--- src/rtl/sram_pixel_arbiter_if.sv ---
// sram_pixel_arbiter_if: display/painter request ports plus the 16-bit SRAM bus.
// Signal names are seen from the arbiter: i_* are arbiter inputs, o_* are arbiter outputs.
// slave = the arbiter, master = whatever drives requests and models the SRAM.
interface sram_pixel_arbiter_if;
  logic        i_disp_req;
  logic [18:0] i_disp_addr;
  logic        o_disp_gnt;
  logic        o_disp_valid;
  logic [23:0] o_disp_rgb;
  logic        i_pnt_req;
  logic        i_pnt_we;
  logic [18:0] i_pnt_addr;
  logic [23:0] i_pnt_wdata;
  logic        o_pnt_gnt;
  logic        o_pnt_valid;
  logic [23:0] o_pnt_rgb;
  logic [19:0] o_sram_addr;
  logic        o_sram_ce_n;
  logic        o_sram_oe_n;
  logic        o_sram_we_n;
  logic [15:0] o_sram_dq;
  logic        o_sram_dq_oe;
  logic [15:0] i_sram_dq;
  modport slave (
    input  i_disp_req, i_disp_addr, i_pnt_req, i_pnt_we, i_pnt_addr, i_pnt_wdata, i_sram_dq,
    output o_disp_gnt, o_disp_valid, o_disp_rgb, o_pnt_gnt, o_pnt_valid, o_pnt_rgb,
           o_sram_addr, o_sram_ce_n, o_sram_oe_n, o_sram_we_n, o_sram_dq, o_sram_dq_oe
  );
  modport master (
    output i_disp_req, i_disp_addr, i_pnt_req, i_pnt_we, i_pnt_addr, i_pnt_wdata, i_sram_dq,
    input  o_disp_gnt, o_disp_valid, o_disp_rgb, o_pnt_gnt, o_pnt_valid, o_pnt_rgb,
           o_sram_addr, o_sram_ce_n, o_sram_oe_n, o_sram_we_n, o_sram_dq, o_sram_dq_oe
  );
endinterface

--- src/rtl/sram_pixel_arbiter.sv ---
// sram_pixel_arbiter: arbitrates display reads and painter reads/writes onto a 16-bit async SRAM.
// Ports: i_clk, i_rst_n (async active-low), bus (sram_pixel_arbiter_if.slave) carrying both
// requester ports and the SRAM bus. A pixel is two words: HI at {idx,0}, LO at {idx,1}.
module sram_pixel_arbiter #(
  parameter int MAX_PIX    = 307200,
  parameter int STARVE_LIM = 4
) (
  input logic                  i_clk,
  input logic                  i_rst_n,
  sram_pixel_arbiter_if.slave  bus
);
  typedef enum logic [1:0] {IDLE, ACC_HI, ACC_LO, DONE} state_t;
  state_t      r_state;
  logic [2:0]  r_cnt;
  logic        r_pnt, r_we, r_ok;
  logic [18:0] r_addr;
  logic [23:0] r_wdata;
  logic [12:0] r_hi;
  logic        r_disp_gnt, r_disp_valid, r_pnt_gnt, r_pnt_valid;
  logic [23:0] r_disp_rgb, r_pnt_rgb;
  logic [19:0] r_sram_addr;
  logic [15:0] r_sram_dq;
  logic        r_ce_n, r_oe_n, r_we_n, r_dq_oe;
  logic        w_any, w_pnt_win, w_we, w_ok, w_unused;
  logic [18:0] w_addr;
  logic [23:0] w_rgb;
  assign w_any     = bus.i_disp_req | bus.i_pnt_req;
  // The painter takes the slot when the display is idle or has used up its starvation budget.
  assign w_pnt_win = bus.i_pnt_req & (~bus.i_disp_req | (r_cnt == 3'(STARVE_LIM)));
  assign w_we      = w_pnt_win & bus.i_pnt_we;
  assign w_addr    = w_pnt_win ? bus.i_pnt_addr : bus.i_disp_addr;
  assign w_ok      = {13'd0, w_addr} < 32'(MAX_PIX);
  // r_hi keeps only the HI bits that carry colour: {HI[14:10], HI[9:2]}.
  assign w_rgb     = r_ok ? {r_hi[7:0], r_hi[12:8], bus.i_sram_dq[14:12], bus.i_sram_dq[9:2]} : 24'h0;
  assign w_unused  = ^{bus.i_sram_dq[15], bus.i_sram_dq[11:10], bus.i_sram_dq[1:0]};
  always_ff @(posedge i_clk or negedge i_rst_n)
    if (!i_rst_n) begin
      r_state      <= IDLE;
      r_cnt        <= '0;
      r_pnt        <= 1'b0;
      r_we         <= 1'b0;
      r_ok         <= 1'b0;
      r_addr       <= '0;
      r_wdata      <= '0;
      r_hi         <= '0;
      r_disp_gnt   <= 1'b0;
      r_disp_valid <= 1'b0;
      r_pnt_gnt    <= 1'b0;
      r_pnt_valid  <= 1'b0;
      r_disp_rgb   <= '0;
      r_pnt_rgb    <= '0;
      r_sram_addr  <= '0;
      r_sram_dq    <= '0;
      r_ce_n       <= 1'b1;
      r_oe_n       <= 1'b1;
      r_we_n       <= 1'b1;
      r_dq_oe      <= 1'b0;
    end else begin
      r_disp_gnt   <= 1'b0;
      r_pnt_gnt    <= 1'b0;
      r_disp_valid <= 1'b0;
      r_pnt_valid  <= 1'b0;
      case (r_state)
        IDLE: begin
          r_cnt <= (!bus.i_pnt_req || w_pnt_win) ? 3'd0 :
                   (r_cnt < 3'(STARVE_LIM)) ? r_cnt + 3'd1 : r_cnt;
          if (w_any) begin
            r_state     <= ACC_HI;
            r_pnt       <= w_pnt_win;
            r_we        <= w_we;
            r_ok        <= w_ok;
            r_addr      <= w_addr;
            r_wdata     <= bus.i_pnt_wdata;
            r_disp_gnt  <= ~w_pnt_win;
            r_pnt_gnt   <= w_pnt_win;
            r_sram_addr <= {w_addr, 1'b0};
            r_ce_n      <= ~w_ok;
            r_oe_n      <= w_we;
            r_we_n      <= ~w_we;
            r_dq_oe     <= w_we;
            r_sram_dq   <= {1'b0, bus.i_pnt_wdata[15:11], bus.i_pnt_wdata[23:16], 2'b00};
          end
        end
        ACC_HI: begin
          r_state     <= ACC_LO;
          r_hi        <= {bus.i_sram_dq[14:10], bus.i_sram_dq[9:2]};
          r_sram_addr <= {r_addr, 1'b1};
          r_sram_dq   <= {1'b0, r_wdata[10:8], 2'b00, r_wdata[7:0], 2'b00};
        end
        ACC_LO: begin
          r_state      <= DONE;
          r_ce_n       <= 1'b1;
          r_oe_n       <= 1'b1;
          r_we_n       <= 1'b1;
          r_dq_oe      <= 1'b0;
          r_disp_valid <= ~r_pnt & ~r_we;
          r_pnt_valid  <= r_pnt & ~r_we;
          r_disp_rgb   <= (!r_pnt && !r_we) ? w_rgb : r_disp_rgb;
          r_pnt_rgb    <= (r_pnt && !r_we) ? w_rgb : r_pnt_rgb;
        end
        default: r_state <= IDLE;
      endcase
    end
  assign bus.o_disp_gnt   = r_disp_gnt;
  assign bus.o_disp_valid = r_disp_valid;
  assign bus.o_disp_rgb   = r_disp_rgb;
  assign bus.o_pnt_gnt    = r_pnt_gnt;
  assign bus.o_pnt_valid  = r_pnt_valid;
  assign bus.o_pnt_rgb    = r_pnt_rgb;
  assign bus.o_sram_addr  = r_sram_addr;
  assign bus.o_sram_ce_n  = r_ce_n;
  assign bus.o_sram_oe_n  = r_oe_n;
  assign bus.o_sram_we_n  = r_we_n;
  assign bus.o_sram_dq    = r_sram_dq;
  assign bus.o_sram_dq_oe = r_dq_oe;
endmodule
--- src/flat_wrapper.sv ---
// flat-port wrapper written by rule: the top's interface ports become plain ports
module sram_pixel_arbiter_flat 
#(
  parameter int MAX_PIX    = 307200,
  parameter int STARVE_LIM = 4
)
  (i_clk, i_rst_n, bus_i_disp_req, bus_i_disp_addr, bus_i_pnt_req, bus_i_pnt_we, bus_i_pnt_addr, bus_i_pnt_wdata, bus_i_sram_dq, bus_o_disp_gnt, bus_o_disp_valid, bus_o_disp_rgb, bus_o_pnt_gnt, bus_o_pnt_valid, bus_o_pnt_rgb, bus_o_sram_addr, bus_o_sram_ce_n, bus_o_sram_oe_n, bus_o_sram_we_n, bus_o_sram_dq, bus_o_sram_dq_oe);
  sram_pixel_arbiter_if bus_i ();
  input logic i_clk;
  input logic i_rst_n;
  input wire logic [$bits(bus_i.i_disp_req)-1:0] bus_i_disp_req;
  input wire logic [$bits(bus_i.i_disp_addr)-1:0] bus_i_disp_addr;
  input wire logic [$bits(bus_i.i_pnt_req)-1:0] bus_i_pnt_req;
  input wire logic [$bits(bus_i.i_pnt_we)-1:0] bus_i_pnt_we;
  input wire logic [$bits(bus_i.i_pnt_addr)-1:0] bus_i_pnt_addr;
  input wire logic [$bits(bus_i.i_pnt_wdata)-1:0] bus_i_pnt_wdata;
  input wire logic [$bits(bus_i.i_sram_dq)-1:0] bus_i_sram_dq;
  output wire logic [$bits(bus_i.o_disp_gnt)-1:0] bus_o_disp_gnt;
  output wire logic [$bits(bus_i.o_disp_valid)-1:0] bus_o_disp_valid;
  output wire logic [$bits(bus_i.o_disp_rgb)-1:0] bus_o_disp_rgb;
  output wire logic [$bits(bus_i.o_pnt_gnt)-1:0] bus_o_pnt_gnt;
  output wire logic [$bits(bus_i.o_pnt_valid)-1:0] bus_o_pnt_valid;
  output wire logic [$bits(bus_i.o_pnt_rgb)-1:0] bus_o_pnt_rgb;
  output wire logic [$bits(bus_i.o_sram_addr)-1:0] bus_o_sram_addr;
  output wire logic [$bits(bus_i.o_sram_ce_n)-1:0] bus_o_sram_ce_n;
  output wire logic [$bits(bus_i.o_sram_oe_n)-1:0] bus_o_sram_oe_n;
  output wire logic [$bits(bus_i.o_sram_we_n)-1:0] bus_o_sram_we_n;
  output wire logic [$bits(bus_i.o_sram_dq)-1:0] bus_o_sram_dq;
  output wire logic [$bits(bus_i.o_sram_dq_oe)-1:0] bus_o_sram_dq_oe;
  assign bus_i.i_disp_req = bus_i_disp_req;
  assign bus_i.i_disp_addr = bus_i_disp_addr;
  assign bus_i.i_pnt_req = bus_i_pnt_req;
  assign bus_i.i_pnt_we = bus_i_pnt_we;
  assign bus_i.i_pnt_addr = bus_i_pnt_addr;
  assign bus_i.i_pnt_wdata = bus_i_pnt_wdata;
  assign bus_i.i_sram_dq = bus_i_sram_dq;
  assign bus_o_disp_gnt = bus_i.o_disp_gnt;
  assign bus_o_disp_valid = bus_i.o_disp_valid;
  assign bus_o_disp_rgb = bus_i.o_disp_rgb;
  assign bus_o_pnt_gnt = bus_i.o_pnt_gnt;
  assign bus_o_pnt_valid = bus_i.o_pnt_valid;
  assign bus_o_pnt_rgb = bus_i.o_pnt_rgb;
  assign bus_o_sram_addr = bus_i.o_sram_addr;
  assign bus_o_sram_ce_n = bus_i.o_sram_ce_n;
  assign bus_o_sram_oe_n = bus_i.o_sram_oe_n;
  assign bus_o_sram_we_n = bus_i.o_sram_we_n;
  assign bus_o_sram_dq = bus_i.o_sram_dq;
  assign bus_o_sram_dq_oe = bus_i.o_sram_dq_oe;
  sram_pixel_arbiter #(.MAX_PIX(MAX_PIX), .STARVE_LIM(STARVE_LIM)) u_core (.i_clk(i_clk), .i_rst_n(i_rst_n), .bus(bus_i));
endmodule
--- config.mk ---
export PLATFORM = sky130hd
export DESIGN_NAME = sram_pixel_arbiter_flat
export DESIGN_NICKNAME = d
export VERILOG_FILES = /design/src/rtl/sram_pixel_arbiter_if.sv /design/src/rtl/sram_pixel_arbiter.sv /design/src/flat_wrapper.sv
export SDC_FILE = /design/constraint.sdc
export NUM_CORES = 1
export LEC_CHECK = 0
export BUFFER_PORTS_ARGS = -buffer_cell sky130_fd_sc_hd__buf_2
export CORE_MARGIN = 1
export CORE_UTILIZATION = 56
export DETAILED_ROUTE_END_ITERATION = 10
export PLACE_DENSITY_LB_ADDON = 0.25
export SLEW_MARGIN = 40
export SYNTH_ARGS = -nofsm -noshare
export SYNTH_HDL_FRONTEND = slang
export SYNTH_SLANG_ARGS = --single-unit
--- constraint.sdc ---
create_clock -name i_clk -period 4.95 [get_ports i_clk]
set_input_delay 0.99 -clock i_clk [delete_from_list [all_inputs] [get_ports i_clk]]
set_output_delay 0.99 -clock i_clk [all_outputs]
set_load 0.03 [all_outputs]
**Word level (Yosys, flattened, before mapping)**

Index checks and enable logic that the tools add are counted.

- Register bits: 143
- Input port bits: 83
- Output and inout port bits: 92
- Word-level logic and storage cells: 78

- Add/subtract/negate cells: 1
- Magnitude comparators: 2
- Equal/unequal tests: 4
- Multiplexer cells: 23
- Bitwise logic cells: 12
- Reduce and logical (&&, ||, !) cells: 16

Operator list:

| cell | count |
|---|---|
| 20-bit case mux with 2 select lines | 1 |
| 16-bit case mux with 2 select lines | 1 |
| 24-bit 2-to-1 mux | 1 |
| 20-bit 2-to-1 mux | 1 |
| 19-bit less-than comparator (second input constant) | 1 |
| 19-bit 2-to-1 mux | 1 |
| 16-bit 2-to-1 mux | 1 |
| 2-bit AND reduction | 6 |
| 1-bit 2-to-1 mux | 9 |
| 1-bit case mux with 2 select lines | 4 |
| 3-bit 2-to-1 mux | 2 |
| 1-bit inverter | 6 |
| 2-bit case mux with 3 select lines | 1 |
| 2-bit nonzero test | 3 |
| 1-bit bitwise AND | 4 |
| 3-bit by 1-bit adder with 3-bit output (second input constant) | 1 |
| 3-bit == test (second input constant) | 1 |
| 1-bit zero test | 3 |
| 3-bit less-than comparator (second input constant) | 1 |
| 2-bit by 1-bit == test with 1-bit output (second input constant) | 1 |
| 2-bit == test (second input constant) | 1 |
| 1-bit logical AND | 2 |
| 2-bit zero test | 1 |
| 2-bit 2-to-1 mux | 1 |
| other kinds (3) | 4 |

**Logic depth before layout (Yosys ltp)**

Gate-level depths: netlist of run 1.

- Depth in word-level cells: 8
- Mapped depth: 9
- Mapped depth without buffers: 6

**Least setup slack after synthesis of run 1**

No wires, ideal clock.

- Path kind: input to register
- Start: in bus_i_disp_req
- End: reg u_core.r_sram_addr[10], in the netlist u_core.bus.o_sram_addr[10]
- Setup time: 0.131 ns
- Arrival: 1.889 ns
- Data required time: 4.819 ns
- Slack: 2.930 ns
- Stages: 6
- Path buffers: 3
- Path through: o21a_1 buf_2 nand2b_1 buf_4 buf_2 o211ai_2

- Word-level cells in the longest chain between the ends: 6
- Elaborated cells on any way between the ends: 9
- Classes of those cells: 1 x eq/ne; 3 x mux; 4 x bitwise; 1 x reduce/logical

Ends and longest elaborated chain:

| element | line | text |
|---|---|---|
| from (decl) | flat_wrapper.sv:11 | `input wire logic [$bits(bus_i.i_disp_req)-1:0] bus_i_disp_req;` |
| 1-bit inverter | sram_pixel_arbiter.sv:29 | `assign w_pnt_win = bus.i_pnt_req & (~bus.i_disp_req \| (r_cnt == 3'(STARVE_LIM)));` |
| 1-bit bitwise OR | sram_pixel_arbiter.sv:29 |  |
| 1-bit bitwise AND | sram_pixel_arbiter.sv:29 |  |
| 19-bit 2-to-1 mux | sram_pixel_arbiter.sv:31 | `assign w_addr = w_pnt_win ? bus.i_pnt_addr : bus.i_disp_addr;` |
| 20-bit 2-to-1 mux | sram_pixel_arbiter.sv:67 | `if (w_any) begin` |
| 20-bit case mux with 2 select lines | sram_pixel_arbiter.sv:63 | `case (r_state)` |
| to (signal assigned) | sram_pixel_arbiter.sv:76 | `r_sram_addr <= {w_addr, 1'b0};` |
| to (signal assigned) | sram_pixel_arbiter.sv:87 | `r_sram_addr <= {r_addr, 1'b1};` |
| to (decl) | sram_pixel_arbiter.sv:21 | `logic [19:0] r_sram_addr;` |

Parallel ways exist; a longest one is shown, timed or not. The select of a mux whose other input is x is not followed.
A chain may end at the register's enable or synchronous reset.

**Final worst setup path of run 1**

- Start: reg u_core.r_state[0]
- End: reg u_core.r_sram_addr[4], in the netlist u_core.bus.o_sram_addr[4]

- Word-level cells in the longest chain between the ends: 3
- Elaborated cells on any way between the ends: 6
- Classes of those cells: 2 x eq/ne; 1 x mux; 3 x reduce/logical

Ends and longest elaborated chain:

| element | line | text |
|---|---|---|
| from (decl) | sram_pixel_arbiter.sv:13 | `state_t r_state;` |
| from (signal assigned) | sram_pixel_arbiter.sv:38 | `r_state <= IDLE;` |
| from (signal assigned) | sram_pixel_arbiter.sv:68 | `r_state <= ACC_HI;` |
| from (signal assigned) | sram_pixel_arbiter.sv:85 | `r_state <= ACC_LO;` |
| 2-bit by 1-bit == test with 1-bit output or 2-bit zero test (tied branches) | sram_pixel_arbiter.sv:63 |  |
| 2-bit nonzero test (no source line) or 2-bit by 1-bit inequality test with 1-bit output (tied branches) | -- |  |
| 2-bit AND reduction (no source line) | -- |  |

Parallel ways exist; a longest one is shown, timed or not.

==> results of run 1 <==
-- metal layers --
metal | global-route usage [%] | routed length [µm] | vias to the layer above
met4 | 8.65 | 182 | 0
met3 | 6.31 | 752 | 15
li1 | - | - | 2234
met2 | 42.4 | 6780 | 150
met1 | 33.4 | 5620 | 2248
met5 | 0 | 0 | -
-- flip-flops by register name (all words and copies together), names as in the netlist, 2 cells and up --
name                    count
u_core.bus.o_sram_dq       13
u_core.r_hi                13
u_core.bus.o_sram_addr     20
u_core.bus.o_disp_rgb      24
u_core.r_cnt                3
u_core.r_addr              19
u_core.r_wdata             11
u_core.r_state              2
u_core.bus.o_pnt_rgb       24
-- layout by cell type, fill, tap and decap left out, types with 4 or more instances in the layout --
| cell type | netlist | routed |
|---|---|---|
| inv_1 | 8 | 8 |
| a21oi_1 | 5 | 5 |
| dfrtp_1 | 137 | 136 |
| mux2i_1 | 31 | 31 |
| a211oi_1 | 4 | 4 |
| nor2_1 | 9 | 9 |
| o21ai_0 | 71 | 71 |
| clkinv_2 | 0 | 4 |
| clkbuf_8 | 0 | 4 |
| nand2_1 | 165 | 164 |
| nand3_1 | 19 | 19 |
| buf_2 | 13 | 167 |
| mux2_2 | 13 | 13 |
| buf_4 | 8 | 6 |
| o21ai_2 | 9 | 9 |
| clkbuf_16 | 0 | 16 |
| ha_1 | 6 | 5 |
| o211ai_2 | 16 | 16 |
-- worst min-delay path: cells and delay by family (launching register included) --
family          cells  cell delay [ns]
compound gates      1             0.05
flops               1             0.33
simple gates        1             0.06
-- cells by family (layout without fill, tap and decap cells) --
| logic type | count (synthesis) | count (layout) | share of synthesized area, % |
|---|---|---|---|
| AO/OA/AOI/OAI | 124 | 124 | 14.2 |
| adder cells (fa/ha/maj) | 6 | 6 | 1.25 |
| buffers and inverters | 50 | 213 | 4.47 |
| flip-flops | 140 | 140 | 58.6 |
| multiplexers | 44 | 44 | 7.63 |
| other | 1 | 3 | 0.0626 |
| AND/OR/NAND/NOR | 204 | 204 | 13.9 |
-- Yosys cell counts (2+ instances only) --
cell type	n	area share, %
nand2_1	165	10
dfrtp_1	137	57
o21ai_0	71	5.9
mux2i_1	31	5.2
nand3_1	19	1.6
clkbuf_1	17	1.1
o211ai_2	16	3.3
buf_2	13	1.1
mux2_2	13	2.4
nor2_1	9	0.56
o21ai_2	9	1.3
buf_4	8	1.0
inv_1	8	0.50
ha_1	6	1.3
a21oi_1	5	0.42
a211oi_1	4	0.50
nand2b_1	4	0.42
a21o_1	3	0.38
a22o_1	3	0.44
buf_6	3	0.56
dfstp_2	3	1.3
o211ai_1	3	0.38
and2_1	2	0.21
-- power groups by stage --
stage | clock (W) | combinational [W] | sequential (W)
final | 0.00121 | 0.00235 | 0.00197
after global routing | 0.00128 | 0.00259 | 0.00202
after CTS | 0.00123 | 0.00238 | 0.00196
after detailed placement | 0 | 0.00237 | 0.00198
after global placement | 0 | 0.00228 | 0.00194
after floorplan | 0 | 0.00120 | 0.00252
-- worst paths after layout --
kind / to / slack [ns]
max reg2reg: u_core.bus.o_sram_addr[4]$_DFFE_PN0P_ / 2.23
min: u_core.bus.o_sram_addr[19]$_DFFE_PN0P_ / 0.47
min in group asynchronous: u_core.bus.o_pnt_rgb[3]$_DFFE_PN0P_ / 0.48
min reg2reg: u_core.bus.o_sram_addr[19]$_DFFE_PN0P_ / 0.47
max in group asynchronous: u_core.r_ok$_DFFE_PN0P_ / 3.38
max: u_core.bus.o_sram_addr[4]$_DFFE_PN0P_ / 2.23
-- area by class of cell --
class	instances	share of cell area [%]
well taps	136	2.29
multi-input cells	381	30.2
clock inverters	10	1.54
flip-flops and latches	140	47.3
inverters	8	0.405
clock buffers	21	6.19
repair buffers	174	12.1
-- stage by stage --
step / area, µm² / total power [W]
after floorplan: 6000 / 0.00372
after global placement: 6830 / 0.00423
after detailed placement: 6840 / 0.00435
after CTS: 7410 / 0.00558
after global routing: 7420 / 0.00589
final: 7420 / 0.00553
==> impl_results.md, run 1 <==
- Outcome: completed
- DRC Markers: 0
- Final number of setup-violating endpoints: 0
- Post-synthesis cell count: 569
- Share of the core filled with cells: a little under three quarters
- Most frequently used flop master after synthesis: dfrtp_1
- Worst IR Drop VDD: 0.359 mV
- Sequential power share: 35.6%
- Fillcell total: around 770
- WS Path Type: reg -> reg
- Startpoint type of the worst setup path: flop
- Distinct cell type count of the synthesized netlist: 40
- Critical path buffers and inverters: 2
- Total number of nets in the final design: slightly above 800
- DRT antenna net count: 0
- Count of cells resized by post-cts repair: 0
- Buffers on Ports: about 170
- Leakage Power: between 3 and 4 nW
- Syn-to-layout area delta: 23.9%
- Overall overflow remaining after global route: 0
- Total die area: around 11000 µm²
- Largest stage delay on the critical path: around 0.76 ns
- Initial antenna violation count: 0
- Switching pwr: between 0.002 and 0.0025 W
- Required time of the worst setup path: between 5 and 6 ns
- Highest-delay cell along the critical path: or3b_2
- Worst hold path startpoint: u_core.bus.o_sram_addr[19]$_DFFE_PN0P_
- Classification of the worst-slack hold path: reg -> reg
- Min cycle time layout: about 2.7 ns
- Via count of the first global-routing pass: ~4600
- Placed Cells incl. Taps: 839
- Aggregate negative setup slack: 0 ns
- Largest net degree at the start of global routing: 99
- Max-slew headroom at the worst pin: ~52%
- CTS clock-pin slew for the worst setup and hold paths: about 0.06 ns
- Combinational fraction of design power: 42.6%
- Multi-input gate area in the final layout: about 2200 µm²
- Synthesized area per cell: ~11 µm²
- Vertical die dimension: 105 µm
- Cell-internal power: between 0.003 and 0.004 W
- Kind of cell adding the most delay to the critical path: simple AND/OR/NAND/NOR gates
- Number of warning messages in the yosys log: 0
- Proportion of synthesized chip area in sequential cells: between 50% and 60%
- Worst reg2reg path startpoint: u_core.r_state[0]$_DFFE_PN0P_
- CP Capture Type: flop
- Number of register bits inferred by synthesis: 140
- Number of standard-cell rows in the floorplan: 37
- Slew at the pin closest to its max-slew limit: 0.717 ns
- Sum of routed wire length over all layers: 13300 µm
- Final worst-path cycle share: a little under three fifths
- TritonCTS buffer count: 17
- Core Box Area: about 10000 µm²
- Net switching fraction of the power: around 43%
- CTS tree: yes
- Post-CTS setup buffer count: 0
- Critical path peak fanout: 35
- Ports: about 180
- Setup repair after global routing missed its margin: false
- Clk root buf: clkbuf_8
- Total power density per cell area: 745 nW/µm²
- Initial Util: between 50% and 60%
- Clock sink count: 140
- Final worst hold slack: between 0.4 and 0.5 ns
- CP Depth: 7
- Non-Filler Instances: 870
- Hold-fix buffer count after cts: 0
- Average detailed-routed wire length per instance: around 15 µm
- Maximum count of clock buffers along a single path: 2
- Data arrival, critical path: between 3 and 4 ns
- Final setup slack of the worst path: 2.23 ns
- Final Hold Fails: 0
- Number of flops mapped to enable cells by yosys: 0
- Pre-CTS worst setup slack: 1.92 ns
- ANT cells: 0
- Overall die width: approximately 110 µm
- CTS HTree Levels: 4
- Fin. max-slew vios: 0
- DP Wirelength: about 9100 µm
- Count of cells along the worst hold path: 2
- Fraction of power consumed by the clock network: 21.9%
- Summed instance area of the synthesized netlist: roughly 6000 µm²
- Sequential cell area: 3510 µm²
- Placer congestion estimate: about 0.79
- Largest clock skew in the final design: around 0.0096 ns
- Clock latency on the worst-skew pair: between 0.5 and 0.6 ns
- Via count normalized by instance count: around 5.3
- Proportion of layout cells with a drive suffix above 1: between 30% and 40%
- Number of max-capacitance violations reported: 0
- Cells along the critical path: inv_1 -> ha_1 -> or3b_2 -> o21ai_4 -> buf_4 -> nand2_1 -> o211ai_2
- Global-route wire length before repair: roughly 22000 µm
- F_max: 367 MHz
- Length of the first detailed-routing pass in iterations: 4
- All-layer global routing usage: between 20% and 30%
- Vias post-DR: 4647
- Crit. Startpoint: u_core.r_state[0]$_DFFE_PN0P_
- Async set-reset flop share out of synthesis: 100%
- Iteration-0 DRC count of the detailed router: about 350
- Depth of the most critical reg-to-reg path: 7
Power figures use the tool's default switching activity.
==> run 2: changes to the inputs <==
--- a/config.mk
+++ b/config.mk
@@ -7,7 +7,7 @@
 export LEC_CHECK = 0
 export BUFFER_PORTS_ARGS = -buffer_cell sky130_fd_sc_hd__buf_2
 export CORE_MARGIN = 1
-export CORE_UTILIZATION = 56
+export CORE_UTILIZATION = 47
 export DETAILED_ROUTE_END_ITERATION = 10
 export PLACE_DENSITY_LB_ADDON = 0.25
 export SLEW_MARGIN = 40
==> constraint.sdc (replaced) <==
create_clock -name i_clk -period 2.25 [get_ports i_clk]
set_input_delay 0.45 -clock i_clk [delete_from_list [all_inputs] [get_ports i_clk]]
set_output_delay 0.45 -clock i_clk [all_outputs]
set_load 0.03 [all_outputs]
==> run 2 against run 1 <==
Net effect: power up 130%; non-clock buffer count up 12; die area up 19%; core utilization down 8.9 points; sequential share of layout area down 1.7 points; register-to-register slack worse by 2.0 ns; routed wire length up 4.2%; clock skew down 0.0010 ns; critical path depth down 1; setup slack worse by 2.0 ns; count of clock-buffer cells in the layout down 2; highest routed layer unchanged.
==> impl_results.md, run 2 (synthesized netlist as in run 1, its figures left out) <==
- Total power density per cell area: 1670 nW/µm² (was 745 nW/µm²)
- Vertical die dimension: 115 µm (was 105 µm)
- Leakage Power: 3.98 nW (was 3.87 nW)
- Clock sink count: 140 (unchanged)
- Final Hold Fails: 0 (unchanged)
- Crit. Startpoint: u_core.r_state[0]$_DFFE_PN0P_ (unchanged)
- Post-CTS setup buffer count: 0 (unchanged)
- DP Wirelength: 9520 µm (was 9080 µm)
- Largest clock skew in the final design: 0.00857 ns (was 0.00958 ns)
- Min cycle time layout: 2.00 ns (was 2.72 ns)
- Worst IR Drop VDD: 0.757 mV (was 0.359 mV)
- Via count of the first global-routing pass: 4652 (was 4638)
- Classification of the worst-slack hold path: in -> reg (was reg -> reg)
- CP Capture Type: flop (unchanged)
- Setup repair after global routing missed its margin: false (unchanged)
- Overall overflow remaining after global route: 0 (unchanged)
- Number of standard-cell rows in the floorplan: 40 (was 37)
- CTS clock-pin slew for the worst setup and hold paths: 0.06 ns (about the same)
- Depth of the most critical reg-to-reg path: 6 (was 7)
- Syn-to-layout area delta: 28.4% (was 23.9%)
- Hold path endpoint: u_core.r_wdata[8]$_DFFE_PN0P_ (was u_core.bus.o_sram_addr[19]$_DFFE_PN0P_)
- Outcome: completed (unchanged)
- Startpoint type of the worst setup path: flop (unchanged)
- Number of max-capacitance violations reported: 0 (unchanged)
- Final worst-path cycle share: 88.7% (was 55.0%)
- All-layer global routing usage: 22.2% (was 25.7%)
- ANT cells: 0 (unchanged)
- Maximum count of clock buffers along a single path: 2 (unchanged)
- Core Box Area: 12200 µm² (was 10300 µm²)
- Required time of the worst setup path: 2.51 ns (was 5.37 ns)
- Placement-stage cell area: 7010 µm² (was 6840 µm²)
- Placer congestion estimate: 0.804 (was 0.795)
- CTS HTree Levels: 4 (unchanged)
- Initial antenna violation count: 0 (unchanged)
- Max-slew headroom at the worst pin: 57.1% (was 52.2%)
- Average detailed-routed wire length per instance: 15.2 µm (was 15.3 µm)
- Global-route wire length before repair: 22500 µm (was 22200 µm)
- Vias post-DR: 4700 (was 4647)
- Iteration-0 DRC count of the detailed router: 332 (was 351)
- WS Path Type: reg -> reg (unchanged)
- Share of the core filled with cells: 62.9% (was 71.8%)
- R2R Path End: u_core.bus.o_disp_rgb[4]$_DFFE_PN0P_ (was u_core.bus.o_sram_addr[4]$_DFFE_PN0P_)
- Clk root buf: clkbuf_16 (was clkbuf_8)
- Data arrival, critical path: 2.25 ns (was 3.15 ns)
- TritonCTS buffer count: 17 (unchanged)
- DRT antenna net count: 0 (unchanged)
- Clock latency on the worst-skew pair: 0.41 ns (was 0.51 ns)
- Internal reg-to-reg setup slack: 0.25 ns (was 2.23 ns)
- Sum of routed wire length over all layers: 13900 µm (was 13300 µm)
- Buffers on Ports: 168 (unchanged)
- Aggregate negative setup slack: 0 ns (unchanged)
- Hold-fix buffer count after cts: 1 (was 0)
- CTS tree: yes (unchanged)
- Most common cell after layout, fill and taps aside: buf_2 (unchanged)
- Worst hold path startpoint: bus_i_pnt_wdata[8] (was u_core.bus.o_sram_addr[19]$_DFFE_PN0P_)
- Ports: 175 (unchanged)
- Initial Util: 49.0% (was 58.0%)
- Count of cells along the worst hold path: 3 (was 2)
- Fin. max-slew vios: 0 (unchanged)
- Slew at the pin closest to its max-slew limit: 0.642 ns (was 0.717 ns)
- Overall die width: 115 µm (was 105 µm)
- Total die area: 13200 µm² (was 11100 µm²)
- Worst reg2reg path startpoint: u_core.r_state[0]$_DFFE_PN0P_ (unchanged)
- F_max: 501 MHz (was 367 MHz)
- Length of the first detailed-routing pass in iterations: 5 (was 4)
- Critical path peak fanout: 49 (was 35)
- DRC Markers: 0 (unchanged)
- Final number of setup-violating endpoints: 0 (unchanged)
- Total number of nets in the final design: 823 (was 811)
- Count of cells resized by post-cts repair: 0 (unchanged)
- Final standard cell area without fillers: 7690 µm² (was 7420 µm²)
- Via count normalized by instance count: 5.15 (was 5.34)
- Largest net degree at the start of global routing: 50 (was 99)
- Proportion of layout cells with a drive suffix above 1: 35.2% (was 34.7%)
- Most frequent cells in the layout: buf_2 (167), nand2_1 (165), dfrtp_1 (137) (was buf_2 (167), nand2_1 (164), dfrtp_1 (136))
run 2: changes by cell type in the layout (fill, tap and decap cells not counted), moves of 2 or more:
cell | previous run | this run
buf_12 | 0 | 4
buf_4 | 6 | 13
clkbuf_8 | 4 | 2
bufinv_16 | 2 | 6
clkinvlp_4 | 1 | 3
clkinv_2 | 4 | 1
inv_6 | 2 | 0
run 2: worst max-delay path by stage:
stage                                            endpoint  slack (ns)  cells past startpoint
global route         u_core.bus.o_disp_rgb[4]$_DFFE_PN0P_        0.16                      6
floorplan           u_core.bus.o_disp_rgb[18]$_DFFE_PN0P_        0.50                      9
global placement     u_core.bus.o_disp_rgb[9]$_DFFE_PN0P_        0.38                      6
CTS                  u_core.bus.o_disp_rgb[4]$_DFFE_PN0P_        0.27                      6
detailed placement   u_core.bus.o_disp_rgb[2]$_DFFE_PN0P_        0.33                      6
finish               u_core.bus.o_disp_rgb[4]$_DFFE_PN0P_        0.25                      6
run 2: stage by stage:
step | cells | setup slack (ns) | hold WS (ns) | power, W
after floorplan | 571 | 0.497 | 0.154 | 0.00819
after global placement | 882 | 0.382 | 0.402 | 0.00952
after detailed placement | 882 | 0.326 | 0.407 | 0.00974
after CTS | 913 | 0.268 | 0.222 | 0.0129
after global routing | 913 | 0.157 | 0.226 | 0.0137
final | 913 | 0.254 | 0.234 | 0.0128
run 2: critical path, cell delays in order (launching register included):
cell     delay, ns
dfrtp_1       0.40
inv_1         0.10
ha_1          0.33
inv_1         0.12
or3_4         0.62
nand2_1       0.16
o21ai_0       0.10
run 2: cell type report:
cell class              count  area [µm²]
flip-flops and latches    140        3510
clock buffers              19         453
well taps                 168         210
inverters                   8        30.0
repair buffers            186        1030
clock inverters            11         216
multi-input cells         381        2230
fillers                  1045        4530
run 2: metal layers:
layer / share of wire, % / global-route usage [%]
met1: 42 / 27.7
met3: 6.0 / 5.75
met4: 1.4 / 7.88
met5: 0 / 0
met2: 50 / 37.3
run 2: where the power goes:
part	leakage [nW]	switching (W)	internal, W
clock network	0.317	0.00101	0.00212
registers	1.75	0.000590	0.00368
logic	1.91	0.00364	0.00178
